[src/rtl/valu_sequencer.sv]
`default_nettype none
// +----------------------------------------------------------------------------+
// | valu_sequencer                                                             |
// | Round-robin shares one LANES-wide pipelined VALU between two requesters,   |
// | streams each vector op as beats and merges masked results.                 |
// | Optional macro: VALU_SEQ_SKIP_MASKED_EN (skip beats whose mask is all 0).  |
// | Revision: 1.0                                                              |
// +----------------------------------------------------------------------------+
module valu_sequencer #(
    parameter int NUM_ELEMENTS = 16,
    parameter int LANES        = 4,
    parameter int ELEM_W       = 16,
    parameter int OPC_W        = 4,
    parameter int VALU_LAT     = 2
) (
    input  logic                               CLK,
    input  logic                               nRST,
    input  logic [1:0]                         req_valid,
    output logic [1:0]                         req_ready,
    input  logic [2*NUM_ELEMENTS*ELEM_W-1:0]   req_vdat1,
    input  logic [2*NUM_ELEMENTS*ELEM_W-1:0]   req_vdat2,
    input  logic [2*OPC_W-1:0]                 req_vop,
    input  logic [2*NUM_ELEMENTS-1:0]          req_vmask,
    output logic                               valu_valid,
    output logic [LANES*ELEM_W-1:0]            valu_vdat1,
    output logic [LANES*ELEM_W-1:0]            valu_vdat2,
    output logic [OPC_W-1:0]                   valu_vop,
    output logic [LANES-1:0]                   valu_vmask,
    input  logic [LANES*ELEM_W-1:0]            valu_result,
    output logic                               rsp_valid,
    input  logic                               rsp_ready,
    output logic                               rsp_id,
    output logic [NUM_ELEMENTS*ELEM_W-1:0]     rsp_result,
    output logic                               busy
);

    localparam int BEATS  = NUM_ELEMENTS / LANES;
    localparam int BIDX_W = (BEATS > 1) ? $clog2(BEATS) : 1;
    localparam int CNT_W  = $clog2(BEATS + 1);
    localparam int VEC_W  = NUM_ELEMENTS * ELEM_W;
    localparam int BEAT_W = LANES * ELEM_W;

    localparam logic [BIDX_W-1:0] LAST_BEAT = BIDX_W'(BEATS - 1);

    localparam logic [1:0] S_IDLE  = 2'd0;
    localparam logic [1:0] S_ISSUE = 2'd1;
    localparam logic [1:0] S_DRAIN = 2'd2;
    localparam logic [1:0] S_RESP  = 2'd3;

    logic [1:0]              state_q, state_d;
    logic                    ptr_q, ptr_d;
    logic                    id_q;
    logic [VEC_W-1:0]        vdat1_q, vdat2_q, buf_q;
    logic [OPC_W-1:0]        vop_q;
    logic [NUM_ELEMENTS-1:0] vmask_q;
    logic [BIDX_W-1:0]       beat_q, beat_d;
    logic [CNT_W-1:0]        iss_cnt_q, iss_cnt_d;
    logic [CNT_W-1:0]        cap_cnt_q, cap_cnt_d;
    logic [VALU_LAT-1:0]     pipe_vld_q;
    logic [BIDX_W-1:0]       pipe_idx_q [VALU_LAT];

    logic                    w_grant;
    logic                    w_req_hs;
    logic                    w_skip;
    logic                    w_last;
    logic                    w_issue_fire;
    logic                    w_cap;
    logic [BIDX_W-1:0]       w_cap_idx;

    // Pointer only matters when both requesters compete.
    always_comb begin
        w_grant = 1'b0;
        if (req_valid == 2'b11) begin
            w_grant = ptr_q;
        end else if (req_valid[1]) begin
            w_grant = 1'b1;
        end
    end

    assign w_req_hs  = (state_q == S_IDLE) && (|req_valid);
    assign req_ready = w_req_hs ? {w_grant, ~w_grant} : 2'b00;

`ifdef VALU_SEQ_SKIP_MASKED_EN
    logic [BEATS-1:0] w_beat_live;
    logic [BEATS-1:0] w_live_above;

    for (genvar k = 0; k < BEATS; k++) begin : g_live
        assign w_beat_live[k] = |vmask_q[k*LANES +: LANES];
    end

    // Leave ISSUE as soon as no live beat remains beyond the current one.
    assign w_live_above = w_beat_live >> (32'(beat_q) + 32'd1);
    assign w_skip       = ~w_beat_live[beat_q];
    assign w_last       = (beat_q == LAST_BEAT) || (w_live_above == '0);
`else
    assign w_skip = 1'b0;
    assign w_last = (beat_q == LAST_BEAT);
`endif

    assign w_issue_fire = (state_q == S_ISSUE) && !w_skip;
    assign w_cap        = pipe_vld_q[VALU_LAT-1];
    assign w_cap_idx    = pipe_idx_q[VALU_LAT-1];

    always_comb begin
        state_d   = state_q;
        ptr_d     = ptr_q;
        beat_d    = beat_q;
        iss_cnt_d = iss_cnt_q + CNT_W'(w_issue_fire);
        cap_cnt_d = cap_cnt_q + CNT_W'(w_cap);
        case (state_q)
            S_IDLE: begin
                if (w_req_hs) begin
                    state_d   = S_ISSUE;
                    ptr_d     = ~w_grant;
                    beat_d    = '0;
                    iss_cnt_d = '0;
                    cap_cnt_d = '0;
                end
            end
            S_ISSUE: begin
                beat_d = beat_q + 1'b1;
                if (w_last) begin
                    state_d = S_DRAIN;
                end
            end
            S_DRAIN: begin
                if (cap_cnt_d == iss_cnt_q) begin
                    state_d = S_RESP;
                end
            end
            S_RESP: begin
                if (rsp_ready) begin
                    state_d = S_IDLE;
                end
            end
            default: state_d = S_IDLE;
        endcase
    end

    always_ff @(posedge CLK) begin
        if (nRST) begin
            state_q    <= S_IDLE;
            ptr_q      <= 1'b0;
            id_q       <= 1'b0;
            vdat1_q    <= '0;
            vdat2_q    <= '0;
            vop_q      <= '0;
            vmask_q    <= '0;
            beat_q     <= '0;
            iss_cnt_q  <= '0;
            cap_cnt_q  <= '0;
            buf_q      <= '0;
            pipe_vld_q <= '0;
            for (int s = 0; s < VALU_LAT; s++) begin
                pipe_idx_q[s] <= '0;
            end
        end else begin
            state_q   <= state_d;
            ptr_q     <= ptr_d;
            beat_q    <= beat_d;
            iss_cnt_q <= iss_cnt_d;
            cap_cnt_q <= cap_cnt_d;
            if (w_req_hs) begin
                id_q    <= w_grant;
                vdat1_q <= req_vdat1[w_grant*VEC_W +: VEC_W];
                vdat2_q <= req_vdat2[w_grant*VEC_W +: VEC_W];
                vop_q   <= req_vop[w_grant*OPC_W +: OPC_W];
                vmask_q <= req_vmask[w_grant*NUM_ELEMENTS +: NUM_ELEMENTS];
            end
            // Tag pipeline mirrors the VALU latency so each return finds its slice.
            pipe_vld_q[0] <= w_issue_fire;
            pipe_idx_q[0] <= beat_q;
            for (int s = 1; s < VALU_LAT; s++) begin
                pipe_vld_q[s] <= pipe_vld_q[s-1];
                pipe_idx_q[s] <= pipe_idx_q[s-1];
            end
            if (w_cap) begin
                buf_q[w_cap_idx*BEAT_W +: BEAT_W] <= valu_result;
            end
            if ((state_q == S_ISSUE) && w_skip) begin
                buf_q[beat_q*BEAT_W +: BEAT_W] <= vdat1_q[beat_q*BEAT_W +: BEAT_W];
            end
        end
    end

    always_comb begin
        valu_valid = w_issue_fire;
        valu_vdat1 = '0;
        valu_vdat2 = '0;
        valu_vop   = '0;
        valu_vmask = '0;
        if (state_q == S_ISSUE) begin
            valu_vdat1 = vdat1_q[beat_q*BEAT_W +: BEAT_W];
            valu_vdat2 = vdat2_q[beat_q*BEAT_W +: BEAT_W];
            valu_vop   = vop_q;
            valu_vmask = vmask_q[beat_q*LANES +: LANES];
        end
    end

    // Masked-off elements always come from operand 1, never from the VALU.
    always_comb begin
        rsp_result = '0;
        if (state_q == S_RESP) begin
            for (int j = 0; j < NUM_ELEMENTS; j++) begin
                rsp_result[j*ELEM_W +: ELEM_W] = vmask_q[j] ? buf_q[j*ELEM_W +: ELEM_W]
                                                            : vdat1_q[j*ELEM_W +: ELEM_W];
            end
        end
    end

    assign rsp_valid = (state_q == S_RESP);
    assign rsp_id    = (state_q == S_RESP) ? id_q : 1'b0;
    assign busy      = (state_q != S_IDLE);

endmodule
`default_nettype wire

[config.mk]
export PLATFORM = sky130hd
export DESIGN_NAME = valu_sequencer
export DESIGN_NICKNAME = d
export VERILOG_FILES = /design/src/rtl/valu_sequencer.sv
export SDC_FILE = /design/constraint.sdc
export NUM_CORES = 2
export LEC_CHECK = 0
export ABC_AREA = 1
export BUFFER_PORTS_ARGS = -buffer_cell sky130_fd_sc_hd__buf_2
export CORE_AREA = 5 5 595 597
export DETAILED_ROUTE_END_ITERATION = 8
export DIE_AREA = 0 0 600 602
export PLACE_DENSITY_LB_ADDON = 0.12
export SKIP_CTS_REPAIR_TIMING = 1
export SYNTH_ARGS = -nofsm -noshare
export SYNTH_HDL_FRONTEND = slang
export SYNTH_SLANG_ARGS = --single-unit
[constraint.sdc]
create_clock -name CLK -period 1.9 [get_ports CLK]
set_clock_uncertainty 0.15 [all_clocks]
set_input_delay 0.095 -clock CLK [delete_from_list [all_inputs] [get_ports CLK]]
set_output_delay 0.095 -clock CLK [all_outputs]
set_load 0.02 [all_outputs]
* After elaboration in Yosys (flattened, before gate mapping) *
Memories as Yosys holds them, arrays and structs flattened.
Cells that the tools add are included.

operators by class
  multiplexer cells = 42
  $add $sub $neg = 4
  bitwise operators = 3
  shift operators = 9
  reduce and logical (&&, ||, !) cells = 8
  equality and inequality tests = 10

operators with widths
  operator                                                 count
  variable part select 512 x 10 -> 256 bit                 2
  variable part select 256 x 9 -> 64 bit                   2
  bitwise mux 256 bit                                      1
  2-to-1 mux 16 bit                                        16
  2-to-1 mux 256 bit                                       1
  variable shift 64 x 34 -> 256 bit, first input constant  1
  variable part select 64 x 34 -> 256 bit                  1
  2-to-1 mux 64 bit                                        2
  negator 8 -> 34 bit                                      1
  variable part select 32 x 6 -> 16 bit                    1
  2-to-1 mux 2 bit                                         8
  variable part select 16 x 5 -> 4 bit                     1
  2-to-1 mux 3 bit                                         4
  == test 2 bit, second input constant                     4
  2-to-1 mux 4 bit                                         2
  case mux 2 bit (4 select lines)                          1
  variable part select 8 x 4 -> 4 bit                      1
  adder 3 x 1 -> 3 bit                                     2
  2-to-1 mux 1 bit                                         6
  != test 2 bit, second input constant                     3
  case mux 2 bit (2 select lines)                          1
  AND reduction 2 bit                                      2
  AND reduction 4 bit                                      1
  nonzero test 2 bit                                       2
  other kinds (9)                                          10

word-level totals
  input port bits = 1,133
  RAM bits = 4
  output and inout bits = 398
  register bits = 802
  word-level logic and storage cells = 89
  memories kept = 1

memory list
  name        depth  bits a word  rd ports  clocked after memory_dff  wr ports  line  source
  pipe_idx_q  2      2            2         0                         2         60    logic [BIDX_W-1:0] pipe_idx_q [VALU_LAT];

* Depth between registers and ports, before layout *
  depth in word-level cells = 4
  mapped depth = 12
  gate-level depth less buffers = 11

* Least setup slack after synthesis *
Ideal clock, no wire load.

  kind = register to register
  start point = mem pipe_idx_q[0][2] (netlist bit)
  end point = reg buf_q[102]
  stages on the path, launching flop included = 9
  buffers on the path = 2
  path slack = -105 ps
  data arrival time = 1,784 ps
  setup time = 70 ps
  data required time = 1,680 ps
  period minus slack after synthesis = 2,005 ps
  cells stage by stage = dfxtp_1 > inv_1 > ha_1 > nand3_1 > nor2_1 > clkbuf_1 > clkbuf_1 > nand2_1 > a21oi_1

RTL lines
  element                         line  source
  start: declaration              60
  end signal: indexed assignment  178   buf_q[w_cap_idx*BEAT_W +: BEAT_W] <= valu_result;
  end signal: indexed assignment  181   buf_q[beat_q*BEAT_W +: BEAT_W] <= vdat1_q[beat_q*BEAT_W +: BEAT_W];
  end: declaration                53    logic [VEC_W-1:0] vdat1_q, vdat2_q, buf_q;

* Worst setup path in the final report *
  start point = reg beat_q[0]
  end point = out valu_vdat1[4]

between the ends
  word-level cells in the longest chain between the ends = 2

ends and longest elaborated chain
  element                                 line  source
  start: declaration                      56    logic [BIDX_W-1:0] beat_q, beat_d;
  start signal: assignment                160   beat_q <= beat_d;
  variable part select 256 x 9 -> 64 bit  193   valu_vdat1 = vdat1_q[beat_q*BEAT_W +: BEAT_W];
  2-to-1 mux 64 bit                       192   if (state_q == S_ISSUE) begin
  end: declaration                        25    output logic [LANES*ELEM_W-1:0] valu_vdat1,

Every way passes these cells.

==> results.cfg <==
[status]
outcome = finished, violations left
violations_in_the_final_reports = hold timing, setup timing

[worst_setup_path]
cp.required_ps = 1650
cp_data_arrival_time_ps = 2760
criticalPathCategory = reg2out
critPathCaptureType = output port
critical_path.startpoint_type = flop
crit_path_max_fanout = 12

[finish]
area_delta_synth_final_pct = 114.1
post_layout_inst_area_um2 = 84890
drive_above_1_share_pct = 28.66
post_layout_nonfiller_instances = 14500
fin_nets = 10890

[clock_tree]
cts-buffers-inserted = 119
cts_tree = yes
clkTransAtPathRegs_ps = 60
htree_num_levels = 3
cts.sink_count = 806
max-clock-path-buffers = 4
clk_latency_worst_skew_pair_ps = 830
clock-root-buffer = sky130_fd_sc_hd__clkbuf_16

[power]
netSwitchingPower_mw = 36.94
power_frac_comb_pct = 48.6
overall_power_consumption_mw = 86.69
powerDensity_nw_per_um2 = 1021
vdd_drop_max_mv = 0.7464
seq_power_share_pct = 25.8
leakage_nw = 34.33
power_frac_clock_pct = 25.7
internal_dissipation_mw = 49.75
p_sw_share_pct = 42.62

[floorplan]
total_die_area_um2 = 361200
die-width_um = 600
floorplan.rows = 217
design.core.area_um2 = 348100
initial_utilization_pct = 11.39
die_height_um = 602
boundaryPins = 1531

[route]
drt_first_iter_violations = 3479
routed_via_density = 4.036
drt_first_pass_iters = 6
dr_total_vias = 58510
detail_route.wirelength_um = 373600
avgRoutedWirePerCell_um = 25.77
ant_nets = 0
drt_drc_violations_left = 0

[grt]
antenna_found_initial = 111
grt_pass1_wl_um = 461900
grt_use_total_pct = 18.41
largest_net_degree_at_the_start_of_global_routing = 77
global_route.overflow_total = 0
grt_pass1_vias = 51590

[synthesis]
post_synth_main_area_contributors = sky130_fd_sc_hd__dfxtp_1 41%, sky130_fd_sc_hd__nand2_1 14%, sky130_fd_sc_hd__a21oi_1 8.4%, sky130_fd_sc_hd__o21ai_0 6.9%, sky130_fd_sc_hd__inv_1 6.3%
yosys.area_share.simple_pct = 20.91
synth_mux_area_share_pct = 0
netlist_instances = 6008
dominant_combinational_cell_family_by_area_after_synthesis = compound AO/OA/AOI/OAI gates
synth_flop_cell = sky130_fd_sc_hd__dfxtp_1
syn_area_per_cell_um2 = 6.599
synth.top_cell.area_share_pct = 40.70
share_of_flip_flops_with_an_asynchronous_set_or_reset_pct = 0
yosys.area.top_type = sky130_fd_sc_hd__dfxtp_1
syn_nets = 7155
synth.most_common_cell = sky130_fd_sc_hd__nand2_1
yosysUniqueCellTypes = 27
post_synth_most_frequent_cells = 1500 x sky130_fd_sc_hd__nand2_1, 806 x sky130_fd_sc_hd__dfxtp_1, 664 x sky130_fd_sc_hd__a21oi_1
synth_enable_flop_cells = 0
synth-adder-area-share_pct = 0.4418
synth-compound-area-share_pct = 26.52
synthesis.yosys.warnings = 0
synthXorXnorAreaFrac_pct = 0.02209
post_synthesis_sequential_area_ratio_pct = 40.70
synth.cell_area_um2 = 39640
postSynthRegisterBits = 806

[timing]
hold_violations = 2
maxSlewHeadroom_pct = 45.97
drv_slew = 0
setup_ws_ps = -1105
max_clock_freq_ghz = 0.3328
finalSetupViolCount = 1051
fin_crit_ps = 3005
grt_setup_unrepaired = true
fin_hold_ws_ps = -306.5
fin_crit_sh_pct = 158.1
slew_worst_pin_ps = 810.4

[placement]
place_congestion = 0.9338
placement.cell_area_um2 = 57900
numPortBuffers = 1530
place.detailed.hpwl_um = 288200
post-place-cells = 12220

[worst_hold_path]
hold_crit_class = in2reg

[job]
drv_cap = 0
==> sequential cells by signal, indices dropped and copies added (netlist names) <==
register    count
ptr_q           1
vop_q           4
pipe_idx_q      4
pipe_vld_q      2
id_q            1
state_q         2
cap_cnt_q       3
beat_q          2
vdat2_q       256
vmask_q        16
vdat1_q       256
buf_q         256
iss_cnt_q       3
==> logic make-up after synthesis <==
kind of cell | Yosys count
compound gates | 1876
xor+xnor | 1
fa+ha+maj | 14
buf+inv | 1167
flops | 806
simple gates | 2144
==> power by group through the flow <==
stage	sequential (mW)	combinational [mW]	clock, mW
after floorplan	21.3	15.0	0
after global placement	22.5	33.9	0
after detailed placement	22.5	33.8	0
after CTS	22.2	33.9	23.1
after global routing	22.6	45.0	23.6
final	22.3	42.1	22.2
==> critical path: stages (launching register included) <==
cell                      delay, ps
sky130_fd_sc_hd__dfxtp_4        380
sky130_fd_sc_hd__buf_12         140
sky130_fd_sc_hd__inv_16          80
sky130_fd_sc_hd__buf_16         200
sky130_fd_sc_hd__buf_4          170
sky130_fd_sc_hd__a21oi_1        120
sky130_fd_sc_hd__o21ai_1        140
sky130_fd_sc_hd__a21oi_4        290
sky130_fd_sc_hd__buf_4          160
sky130_fd_sc_hd__buf_2          160
==> routing by layer <==
layer / GRT usage, % / vias to the layer above / wire (µm)
li1: - / 27480 / -
met2: 34.64 / 1988 / 194600
met4: 5.586 / 58 / 15740
met3: 3.158 / 603 / 15900
met5: 0 / - / 339
met1: 20.93 / 28390 / 147000
==> stage by stage <==
step           utilization [%]  TNS (ps)  hold slack, ps  setup slack [ps]
4_1_cts                  17.70   -498890          -785.9             -1504
6_report                 24.39   -440430          -306.5             -1105
3_3_place_gp             16.63   -108410           167.3            -481.9
3_5_place_dp             16.63    -86010           168.6            -509.1
2_1_floorplan                -     -1097           75.38            -36.61
5_1_grt                  24.37   -594500          -364.5             -1216
==> cell type report <==
| class | instances | area (µm²) |
|---|---|---|
| multi-input combinational | 4035 | 20920 |
| tap | 4599 | 5754 |
| timing repair inverter | 1 | 11.26 |
| clock inverter | 29 | 299.0 |
| inverter | 670 | 2595 |
| timing repair buffer | 4112 | 35570 |
| fill | 38670 | 263200 |
| antenna | 71 | 177.7 |
| clock buffer | 176 | 3402 |
| sequential | 806 | 16160 |
==> cells in the final DEF, fill, tap and decap left out, types with 185 or more instances in the layout <==
cell / Yosys / final
sky130_fd_sc_hd__dlygate4sd3_1: 0 / 1889
sky130_fd_sc_hd__nand2_1: 1500 / 1494
sky130_fd_sc_hd__buf_2: 70 / 1361
sky130_fd_sc_hd__dfxtp_1: 806 / 794
sky130_fd_sc_hd__inv_1: 661 / 655
sky130_fd_sc_hd__buf_4: 12 / 501
sky130_fd_sc_hd__nor2_1: 454 / 432
sky130_fd_sc_hd__o21ai_0: 543 / 401
sky130_fd_sc_hd__a21oi_1: 664 / 387
sky130_fd_sc_hd__a31oi_1: 319 / 319
sky130_fd_sc_hd__a21oi_2: 0 / 246
sky130_fd_sc_hd__nand3_1: 186 / 185
==> worst paths after layout <==
| check | startpoint | slack, ps | depth (start not counted) | to |
|---|---|---|---|---|
| setup reg to reg | state_q[0] | -420 | 11 | vdat2_q[27] |
| hold reg to reg | pipe_vld_q[0] | 270 | 2 | pipe_vld_q[1] |
| hold / removal | req_valid[1] | -310 | 5 | ptr_q |
| setup / recovery | beat_q[0] | -1100 | 9 | valu_vdat1[4] |
No activity file was read; power rests on OpenSTA's default activity.
